--- src/rtl/alu_instr_sequencer_pkg.sv ---
// Shared control definitions for the ALU instruction sequencer: step states,
// opcode values, default field widths and IR field positions.
package cpu_ctrl_pkg;

   localparam int OPCODE_WIDTH = 5;

   localparam int FIELD_OPC = 0;
   localparam int FIELD_RA  = 1;
   localparam int FIELD_RB  = 2;
   localparam int FIELD_RC  = 3;

   localparam int OP_ADD  = 3;
   localparam int OP_SUB  = 4;
   localparam int OP_AND  = 5;
   localparam int OP_OR   = 6;
   localparam int OP_ROR  = 7;
   localparam int OP_ROL  = 8;
   localparam int OP_SHR  = 9;
   localparam int OP_SHRA = 10;
   localparam int OP_SHL  = 11;
   localparam int OP_MUL  = 15;
   localparam int OP_DIV  = 16;
   localparam int OP_NEG  = 17;
   localparam int OP_NOT  = 18;

   typedef enum logic [2:0] {
      IDLE,
      T0,
      T1,
      T2,
      T3,
      T4,
      T5,
      T6
   } state_t;

   // Fields are packed from the IR MSB downward: opcode, Ra, Rb, Rc.
   function automatic int field_msb(input int data_w, input int opc_w,
                                    input int sel_w, input int field);
      if (field == FIELD_OPC)
         return data_w - 1;
      return data_w - 1 - opc_w - (field - 1) * sel_w;
   endfunction

   function automatic logic is_alu_binary(input int op);
      return (op >= OP_ADD) && (op <= OP_SHL);
   endfunction

   function automatic logic is_unary(input int op);
      return (op == OP_NEG) || (op == OP_NOT);
   endfunction

   function automatic logic is_muldiv(input int op);
      return (op == OP_MUL) || (op == OP_DIV);
   endfunction

endpackage

--- src/rtl/alu_instr_sequencer_if.sv ---
// Control bundle between the instruction sequencer (master) and the bus-based
// datapath (slave).
interface alu_instr_sequencer_if #(
   parameter int DATA_WIDTH   = 32,
   parameter int NUM_REGS     = 16,
   parameter int OPCODE_WIDTH = 5
);
   logic                    run;
   logic                    mem_ready;
   logic [DATA_WIDTH-1:0]   ir;

   logic                    PCout;
   logic                    Zlowout;
   logic                    Zhighout;
   logic                    MDRout;
   logic                    MARin;
   logic                    Zin;
   logic                    PCin;
   logic                    MDRin;
   logic                    IRin;
   logic                    Yin;
   logic                    LOin;
   logic                    HIin;
   logic                    IncPC;
   logic                    Read;
   logic [NUM_REGS-1:0]     R_in;
   logic [NUM_REGS-1:0]     R_out;
   logic [OPCODE_WIDTH-1:0] alu_op;
   logic                    busy;
   logic                    done;
   logic                    illegal_op;

   modport master (
      input  run, mem_ready, ir,
      output PCout, Zlowout, Zhighout, MDRout, MARin, Zin, PCin, MDRin, IRin,
             Yin, LOin, HIin, IncPC, Read, R_in, R_out, alu_op, busy, done,
             illegal_op
   );

   modport slave (
      output run, mem_ready, ir,
      input  PCout, Zlowout, Zhighout, MDRout, MARin, Zin, PCin, MDRin, IRin,
             Yin, LOin, HIin, IncPC, Read, R_in, R_out, alu_op, busy, done,
             illegal_op
   );

endinterface

--- src/rtl/alu_instr_sequencer_reg_onehot_dec.sv ---
// Register index to one-hot enable decoder; indices at or above NUM_REGS
// decode to all zeros.
module reg_onehot_dec #(
   parameter int REG_SEL_WIDTH = 4,
   parameter int NUM_REGS      = 16
) (
   input  logic [REG_SEL_WIDTH-1:0] idx,
   input  logic                     en,
   output logic [NUM_REGS-1:0]      onehot
);

   always_comb begin
      onehot = '0;
      for (int i = 0; i < NUM_REGS; i++) begin
         if (en && (int'(idx) == i))
            onehot[i] = 1'b1;
      end
   end

endmodule

--- src/rtl/alu_instr_sequencer.sv ---
// Control-step sequencer for fetch/execute of register-register ALU instructions.
// Define MULDIV_EN to enable the extended mul/div path (T3-T4-T5-T6).
module alu_instr_sequencer #(
   parameter int DATA_WIDTH    = 32,
   parameter int NUM_REGS      = 16,
   parameter int REG_SEL_WIDTH = 4,
   parameter int OPCODE_WIDTH  = cpu_ctrl_pkg::OPCODE_WIDTH
) (
   input logic                  Clock,
   input logic                  Clear_n,
   alu_instr_sequencer_if.master bus
);
   import cpu_ctrl_pkg::*;

   localparam int OPC_MSB = field_msb(DATA_WIDTH, OPCODE_WIDTH, REG_SEL_WIDTH, FIELD_OPC);
   localparam int RA_MSB  = field_msb(DATA_WIDTH, OPCODE_WIDTH, REG_SEL_WIDTH, FIELD_RA);
   localparam int RB_MSB  = field_msb(DATA_WIDTH, OPCODE_WIDTH, REG_SEL_WIDTH, FIELD_RB);
   localparam int RC_MSB  = field_msb(DATA_WIDTH, OPCODE_WIDTH, REG_SEL_WIDTH, FIELD_RC);

   state_t                   state;
   state_t                   state_next;
   logic                     t1_seen;

   logic [OPCODE_WIDTH-1:0]  opcode;
   logic [REG_SEL_WIDTH-1:0] ra;
   logic [REG_SEL_WIDTH-1:0] rb;
   logic [REG_SEL_WIDTH-1:0] rc;
   logic                     op_alu;
   logic                     op_unary;
   logic                     dec_binary;
   logic                     dec_unary;
   logic                     dec_muldiv;

   logic [REG_SEL_WIDTH-1:0] rout_idx;
   logic                     rout_en;
   logic                     rin_en;

   function automatic logic idx_ok(input logic [REG_SEL_WIDTH-1:0] idx);
      return int'(idx) < NUM_REGS;
   endfunction

   assign opcode = bus.ir[OPC_MSB -: OPCODE_WIDTH];
   assign ra     = bus.ir[RA_MSB -: REG_SEL_WIDTH];
   assign rb     = bus.ir[RB_MSB -: REG_SEL_WIDTH];
   assign rc     = bus.ir[RC_MSB -: REG_SEL_WIDTH];

   // Register fields that would be used but cannot name a register make the op illegal.
   always_comb begin
      op_alu   = is_alu_binary(int'(opcode));
      op_unary = is_unary(int'(opcode));
`ifdef MULDIV_EN
      dec_muldiv = is_muldiv(int'(opcode)) && idx_ok(rb) && idx_ok(rc);
`else
      dec_muldiv = 1'b0;
`endif
      dec_binary = (op_alu && idx_ok(ra) && idx_ok(rb) && idx_ok(rc)) || dec_muldiv;
      dec_unary  = op_unary && idx_ok(ra) && idx_ok(rb);
   end

   always_ff @(posedge Clock or negedge Clear_n) begin
      if (!Clear_n) begin
         state   <= IDLE;
         t1_seen <= 1'b0;
      end else begin
         state   <= state_next;
         t1_seen <= (state == T1);
      end
   end

   always_comb begin
      state_next     = state;
      bus.PCout      = 1'b0;
      bus.Zlowout    = 1'b0;
      bus.Zhighout   = 1'b0;
      bus.MDRout     = 1'b0;
      bus.MARin      = 1'b0;
      bus.Zin        = 1'b0;
      bus.PCin       = 1'b0;
      bus.MDRin      = 1'b0;
      bus.IRin       = 1'b0;
      bus.Yin        = 1'b0;
      bus.LOin       = 1'b0;
      bus.HIin       = 1'b0;
      bus.IncPC      = 1'b0;
      bus.Read       = 1'b0;
      bus.alu_op     = '0;
      bus.busy       = (state != IDLE);
      bus.done       = 1'b0;
      bus.illegal_op = 1'b0;
      rout_idx       = rb;
      rout_en        = 1'b0;
      rin_en         = 1'b0;

      unique case (state)
         IDLE: begin
            if (bus.run)
               state_next = T0;
         end
         T0: begin
            bus.PCout  = 1'b1;
            bus.MARin  = 1'b1;
            bus.IncPC  = 1'b1;
            bus.Zin    = 1'b1;
            state_next = T1;
         end
         // Wait states repeat T1; PC is loaded only on its first cycle.
         T1: begin
            bus.Zlowout = 1'b1;
            bus.Read    = 1'b1;
            bus.MDRin   = 1'b1;
            bus.PCin    = !t1_seen;
            if (bus.mem_ready)
               state_next = T2;
         end
         T2: begin
            bus.MDRout = 1'b1;
            bus.IRin   = 1'b1;
            state_next = T3;
         end
         T3: begin
            if (dec_binary) begin
               rout_en    = 1'b1;
               bus.Yin    = 1'b1;
               state_next = T4;
            end else if (dec_unary) begin
               rout_en    = 1'b1;
               bus.alu_op = opcode;
               bus.Zin    = 1'b1;
               state_next = T5;
            end else begin
               bus.illegal_op = 1'b1;
               state_next     = IDLE;
            end
         end
         T4: begin
            rout_idx   = rc;
            rout_en    = 1'b1;
            bus.alu_op = opcode;
            bus.Zin    = 1'b1;
            state_next = T5;
         end
         T5: begin
            bus.Zlowout = 1'b1;
            if (dec_muldiv) begin
`ifdef MULDIV_EN
               bus.LOin   = 1'b1;
               state_next = T6;
`endif
            end else begin
               rin_en     = 1'b1;
               bus.done   = 1'b1;
               state_next = IDLE;
            end
         end
         T6: begin
`ifdef MULDIV_EN
            bus.Zhighout = 1'b1;
            bus.HIin     = 1'b1;
            bus.done     = 1'b1;
`endif
            state_next   = IDLE;
         end
         default: state_next = IDLE;
      endcase
   end

   reg_onehot_dec #(
      .REG_SEL_WIDTH (REG_SEL_WIDTH),
      .NUM_REGS      (NUM_REGS)
   ) u_rout_dec (
      .idx    (rout_idx),
      .en     (rout_en),
      .onehot (bus.R_out)
   );

   reg_onehot_dec #(
      .REG_SEL_WIDTH (REG_SEL_WIDTH),
      .NUM_REGS      (NUM_REGS)
   ) u_rin_dec (
      .idx    (ra),
      .en     (rin_en),
      .onehot (bus.R_in)
   );

endmodule

--- src/flat_wrapper.sv ---
// flat-port wrapper written by rule: the top's interface ports become plain ports
module alu_instr_sequencer_flat import cpu_ctrl_pkg::*;
#(
   parameter int DATA_WIDTH    = 32,
   parameter int NUM_REGS      = 16,
   parameter int REG_SEL_WIDTH = 4,
   parameter int OPCODE_WIDTH  = cpu_ctrl_pkg::OPCODE_WIDTH
)
  (Clock, Clear_n, bus_run, bus_mem_ready, bus_ir, bus_PCout, bus_Zlowout, bus_Zhighout, bus_MDRout, bus_MARin, bus_Zin, bus_PCin, bus_MDRin, bus_IRin, bus_Yin, bus_LOin, bus_HIin, bus_IncPC, bus_Read, bus_R_in, bus_R_out, bus_alu_op, bus_busy, bus_done, bus_illegal_op);
  alu_instr_sequencer_if #(.DATA_WIDTH(DATA_WIDTH), .NUM_REGS(NUM_REGS), .OPCODE_WIDTH(OPCODE_WIDTH)) bus_i ();
  input logic Clock;
  input logic Clear_n;
  input wire logic [$bits(bus_i.run)-1:0] bus_run;
  input wire logic [$bits(bus_i.mem_ready)-1:0] bus_mem_ready;
  input wire logic [$bits(bus_i.ir)-1:0] bus_ir;
  output wire logic [$bits(bus_i.PCout)-1:0] bus_PCout;
  output wire logic [$bits(bus_i.Zlowout)-1:0] bus_Zlowout;
  output wire logic [$bits(bus_i.Zhighout)-1:0] bus_Zhighout;
  output wire logic [$bits(bus_i.MDRout)-1:0] bus_MDRout;
  output wire logic [$bits(bus_i.MARin)-1:0] bus_MARin;
  output wire logic [$bits(bus_i.Zin)-1:0] bus_Zin;
  output wire logic [$bits(bus_i.PCin)-1:0] bus_PCin;
  output wire logic [$bits(bus_i.MDRin)-1:0] bus_MDRin;
  output wire logic [$bits(bus_i.IRin)-1:0] bus_IRin;
  output wire logic [$bits(bus_i.Yin)-1:0] bus_Yin;
  output wire logic [$bits(bus_i.LOin)-1:0] bus_LOin;
  output wire logic [$bits(bus_i.HIin)-1:0] bus_HIin;
  output wire logic [$bits(bus_i.IncPC)-1:0] bus_IncPC;
  output wire logic [$bits(bus_i.Read)-1:0] bus_Read;
  output wire logic [$bits(bus_i.R_in)-1:0] bus_R_in;
  output wire logic [$bits(bus_i.R_out)-1:0] bus_R_out;
  output wire logic [$bits(bus_i.alu_op)-1:0] bus_alu_op;
  output wire logic [$bits(bus_i.busy)-1:0] bus_busy;
  output wire logic [$bits(bus_i.done)-1:0] bus_done;
  output wire logic [$bits(bus_i.illegal_op)-1:0] bus_illegal_op;
  assign bus_i.run = bus_run;
  assign bus_i.mem_ready = bus_mem_ready;
  assign bus_i.ir = bus_ir;
  assign bus_PCout = bus_i.PCout;
  assign bus_Zlowout = bus_i.Zlowout;
  assign bus_Zhighout = bus_i.Zhighout;
  assign bus_MDRout = bus_i.MDRout;
  assign bus_MARin = bus_i.MARin;
  assign bus_Zin = bus_i.Zin;
  assign bus_PCin = bus_i.PCin;
  assign bus_MDRin = bus_i.MDRin;
  assign bus_IRin = bus_i.IRin;
  assign bus_Yin = bus_i.Yin;
  assign bus_LOin = bus_i.LOin;
  assign bus_HIin = bus_i.HIin;
  assign bus_IncPC = bus_i.IncPC;
  assign bus_Read = bus_i.Read;
  assign bus_R_in = bus_i.R_in;
  assign bus_R_out = bus_i.R_out;
  assign bus_alu_op = bus_i.alu_op;
  assign bus_busy = bus_i.busy;
  assign bus_done = bus_i.done;
  assign bus_illegal_op = bus_i.illegal_op;
  alu_instr_sequencer #(.DATA_WIDTH(DATA_WIDTH), .NUM_REGS(NUM_REGS), .REG_SEL_WIDTH(REG_SEL_WIDTH), .OPCODE_WIDTH(OPCODE_WIDTH)) u_core (.Clock(Clock), .Clear_n(Clear_n), .bus(bus_i));
endmodule
--- config.mk ---
export PLATFORM = sky130hd
export DESIGN_NAME = alu_instr_sequencer_flat
export DESIGN_NICKNAME = d
export VERILOG_FILES = /design/src/rtl/alu_instr_sequencer_pkg.sv /design/src/rtl/alu_instr_sequencer_if.sv /design/src/rtl/alu_instr_sequencer_reg_onehot_dec.sv /design/src/rtl/alu_instr_sequencer.sv /design/src/flat_wrapper.sv
export SDC_FILE = /design/constraint.sdc
export NUM_CORES = 1
export LEC_CHECK = 0
export CAP_MARGIN = 20
export CORE_MARGIN = 1
export CORE_UTILIZATION = 24
export DETAILED_ROUTE_END_ITERATION = 8
export PLACE_DENSITY_LB_ADDON = 0.05
export REMOVE_ABC_BUFFERS = 1
export SYNTH_ARGS = -nofsm -noshare
export SYNTH_HDL_FRONTEND = slang
export SYNTH_SLANG_ARGS = --single-unit
--- constraint.sdc ---
create_clock -name Clock -period 1.5 [get_ports Clock]
set_clock_uncertainty 0.15 [all_clocks]
set_input_delay 0.3 -clock Clock [delete_from_list [all_inputs] [get_ports Clock]]
set_output_delay 0.3 -clock Clock [all_outputs]
set_load 0.01 [all_outputs]
==> summary.md, run 1 <==
| Metric | Value |
|---|---|
| Final-layout fill cell count | 282 |
| Synthesized cell area | 772 um^2 |
| Final Slew Violations | 0 |
| Final Worst Setup Slack | -0.540 ns |
| Hold buffer count at CTS | 0 |
| Worst vdd ir | 0.434 mV |
| Starting Density | 0.253 |
| Core area | 3050 um^2 |
| Root Driver | clkbuf_4 |
| Die area | 3450 um^2 |
| GR Overflow Total | 0 |
| Final antenna-violating net count | 0 |
| Most frequent cells in the layout | 43 x buf_2, 35 x buf_6, 25 x nor2_1 |
| Crit share post-route | 1.36 |
| Synthesis-stage register bit count | 4 |
| Failing checks | setup timing |
| ANT cells | 0 |
| Fmax | 0.490 GHz |
| Port buffer count | 71 |
| Final setup vio count | 52 |
| First-pass GRT wire length | 4950 um |
| Die width | 58.7 um |
| Drt pass-1 iters | 4 |
| Status | finished with violations |
| Final-stage net count | 260 |
| Area grow syn2layout | 163% |
| Worst Path Required | 1.05 ns |
| Post-DP HPWL | 2320 um |
| Asr flop ratio synth | 1.00 |
| Final core occ | 0.666 |
| Ports | 90 |
| Hold Path Class | input port to async pin |
| Starting DRC count in detailed routing | 34 |
| Area of placed instances | 1640 um^2 |
| Largest net degree at the start of global routing | 19 |
| CP max FO | 5 |
| Post-Synthesis Cells | 117 |
| Endpoint type of the worst setup path | output port |
| Die span in y | 58.7 um |
| Pleak | 0.955 nW |
| # H-tree levels | 1 |
| Tot Pwr | 2.37 mW |
| Vias | 1,227 |
| Most common cell after layout, fill and taps aside | buf_2 |
| Crit path time final | 2.04 ns |
| Drt total wl | 3320 um |
| Hold Fails Final Rpt | 0 |
| Main synth FF type | dfrtp_1 |
| CP Launch Type | flip-flop |
| Yosys cell types | 31 |
| Post-synth EDFFs | 0 |
| Routed vias/inst | 4.61 |
| Fraction of layout cells with a size suffix above 1 | 0.712 |
| Fin cells | 266 |
| Worst EP arrival | 1.59 ns |
| CTS Buf Count | 3 |
| GRT Overall Usage | 0.182 |
| Final instance area | 2030 um^2 |
| Worst skew pair latency | 0.24 ns |
| Critical R2R Launch | u_core.state[1] |
| Max-cap violations | 0 |
| Pwr per Cell Area | 1160 nW/um^2 |
| Pre-CTS WS | -1.35 ns |
| Unrepaired setup endpoints after global routing | true |
| Yosys warnings | 0 |
| Initial antenna violation count | 0 |
| Vias in the first global route | 1,118 |
| RePlAce Congestion | 0.713 |
| Critical path class | flip-flop to output port |
| CTS tree | done |
| Clock Path Buffers | 2 |
| Drt drc | 0 |
| Inst Count DP | 246 |
| Syn_area_per_cell | 6.60 um^2 |
| Routed length per instance | 12.5 um |
| Sequential-to-total area share from yosys stat | 0.130 |
| Clock Sinks | 4 |
| Cell row count | 20 |
| Crit. Startpoint | u_core.state[0] |
| Seq. cell area | 100 um^2 |
| Multi-input logic area | 925 um^2 |
| Clock slew at reported path FFs | 0.04 ns |
## final cells by class
class	count	share of cell area
flip-flops and latches	4	0.0492
multi-input cells	101	0.455
repair buffers	111	0.452
well taps	44	0.0271
inverters	3	0.00554
clock buffers	3	0.0111
## registers in the layout (all words and copies together), names as in the netlist
register,count
u_core.t1_seen,1
u_core.state,3
## critical path, stage by stage, from the launching register on
cell      delay [ns]
dfrtp_1         0.42
nand3b_1        0.12
buf_6           0.15
mux2i_4         0.30
nand3_2         0.12
nor2_1          0.10
buf_2           0.14
## path summary, 6_finish.rpt
| kind | endpoint | slack, ns | depth (start not counted) |
|---|---|---|---|
| max in group asynchronous | u_core.state[0] | 0.92 | 1 |
| worst min register to register | u_core.state[0] | 0.60 | 2 |
| worst min-delay path | u_core.t1_seen | 0.11 | 1 |
| worst max register to register | u_core.state[0] | -0.03 | 8 |
| min in group Clock | u_core.state[2] | 0.38 | 5 |
| worst max-delay path | bus_R_out[5] | -0.54 | 6 |
## metal layers
metal	global-route usage	vias to the layer above	wire, um
met4	0.0102	0	0
met3	0.0396	0	166
met1	0.209	586	1270
li1	-	606	-
met5	0	-	0
met2	0.358	35	1890
## through the flow
stage | hold slack (ns) | setup TNS, ns
after floorplan | -0.146 | -11.57
after global placement | 0.368 | -43.58
after detailed placement | 0.371 | -45.03
after CTS | 0.111 | -21.14
after global routing | 0.113 | -25.94
final | 0.112 | -21.65
## cells in the mapped netlist, drive strengths merged, types with 3 or more instances
master | instances | area [um^2]
nor2b | 4 | 25.0
nor3 | 5 | 25.0
dfrtp | 4 | 100
nand2 | 4 | 15.0
nor2 | 37 | 141
nor3b | 4 | 30.0
and2 | 5 | 35.0
mux2i | 3 | 30.0
nand3 | 9 | 45.0
inv | 3 | 11.3
buf | 10 | 70.1
nand2b | 4 | 25.0
## power breakdown
| part | switching, mW | internal [mW] | total (mW) |
|---|---|---|---|
| clock | 0.0461 | 0.0896 | 0.136 |
| combinational | 0.886 | 1.15 | 2.03 |
| sequential | 0.0401 | 0.158 | 0.198 |
## timing repair
| action | 4_1_cts | 5_1_grt |
|---|---|---|
| cloned | 0 | 0 |
| endpoints found under the setup margin | 54 | 53 |
| buffers inserted | 12 | 8 |
| pin swaps | 37 | 25 |
| hold endpoints to repair | 0 | 0 |
| gates resized for setup | 301 | 45 |
## kinds of logic (layout without fill, tap and decap cells)
family / Yosys count / in the layout / share of synthesized area
XOR/XNOR: 1 / 1 / 0.0113
multiplexers: 5 / 5 / 0.0681
flip-flops: 4 / 4 / 0.130
AO/OA/AOI/OAI: 13 / 13 / 0.167
AND/OR/NAND/NOR: 79 / 79 / 0.509
other: 1 / 3 / 0.00486
buffers and inverters: 14 / 117 / 0.110
Power figures use the tool's default switching activity.
==> run 2, diff against run 1 <==
CTS_CLUSTER_DIAMETER = 80   (was not set)
==> results of run 2 <==
The final DEF is identical to that of run 1; final timing and power are the same.
==> run 3, diff against run 2 <==
CAP_MARGIN = not set   (was 20)
==> results of run 3 <==
The final DEF is identical to that of run 1; final timing and power are the same.
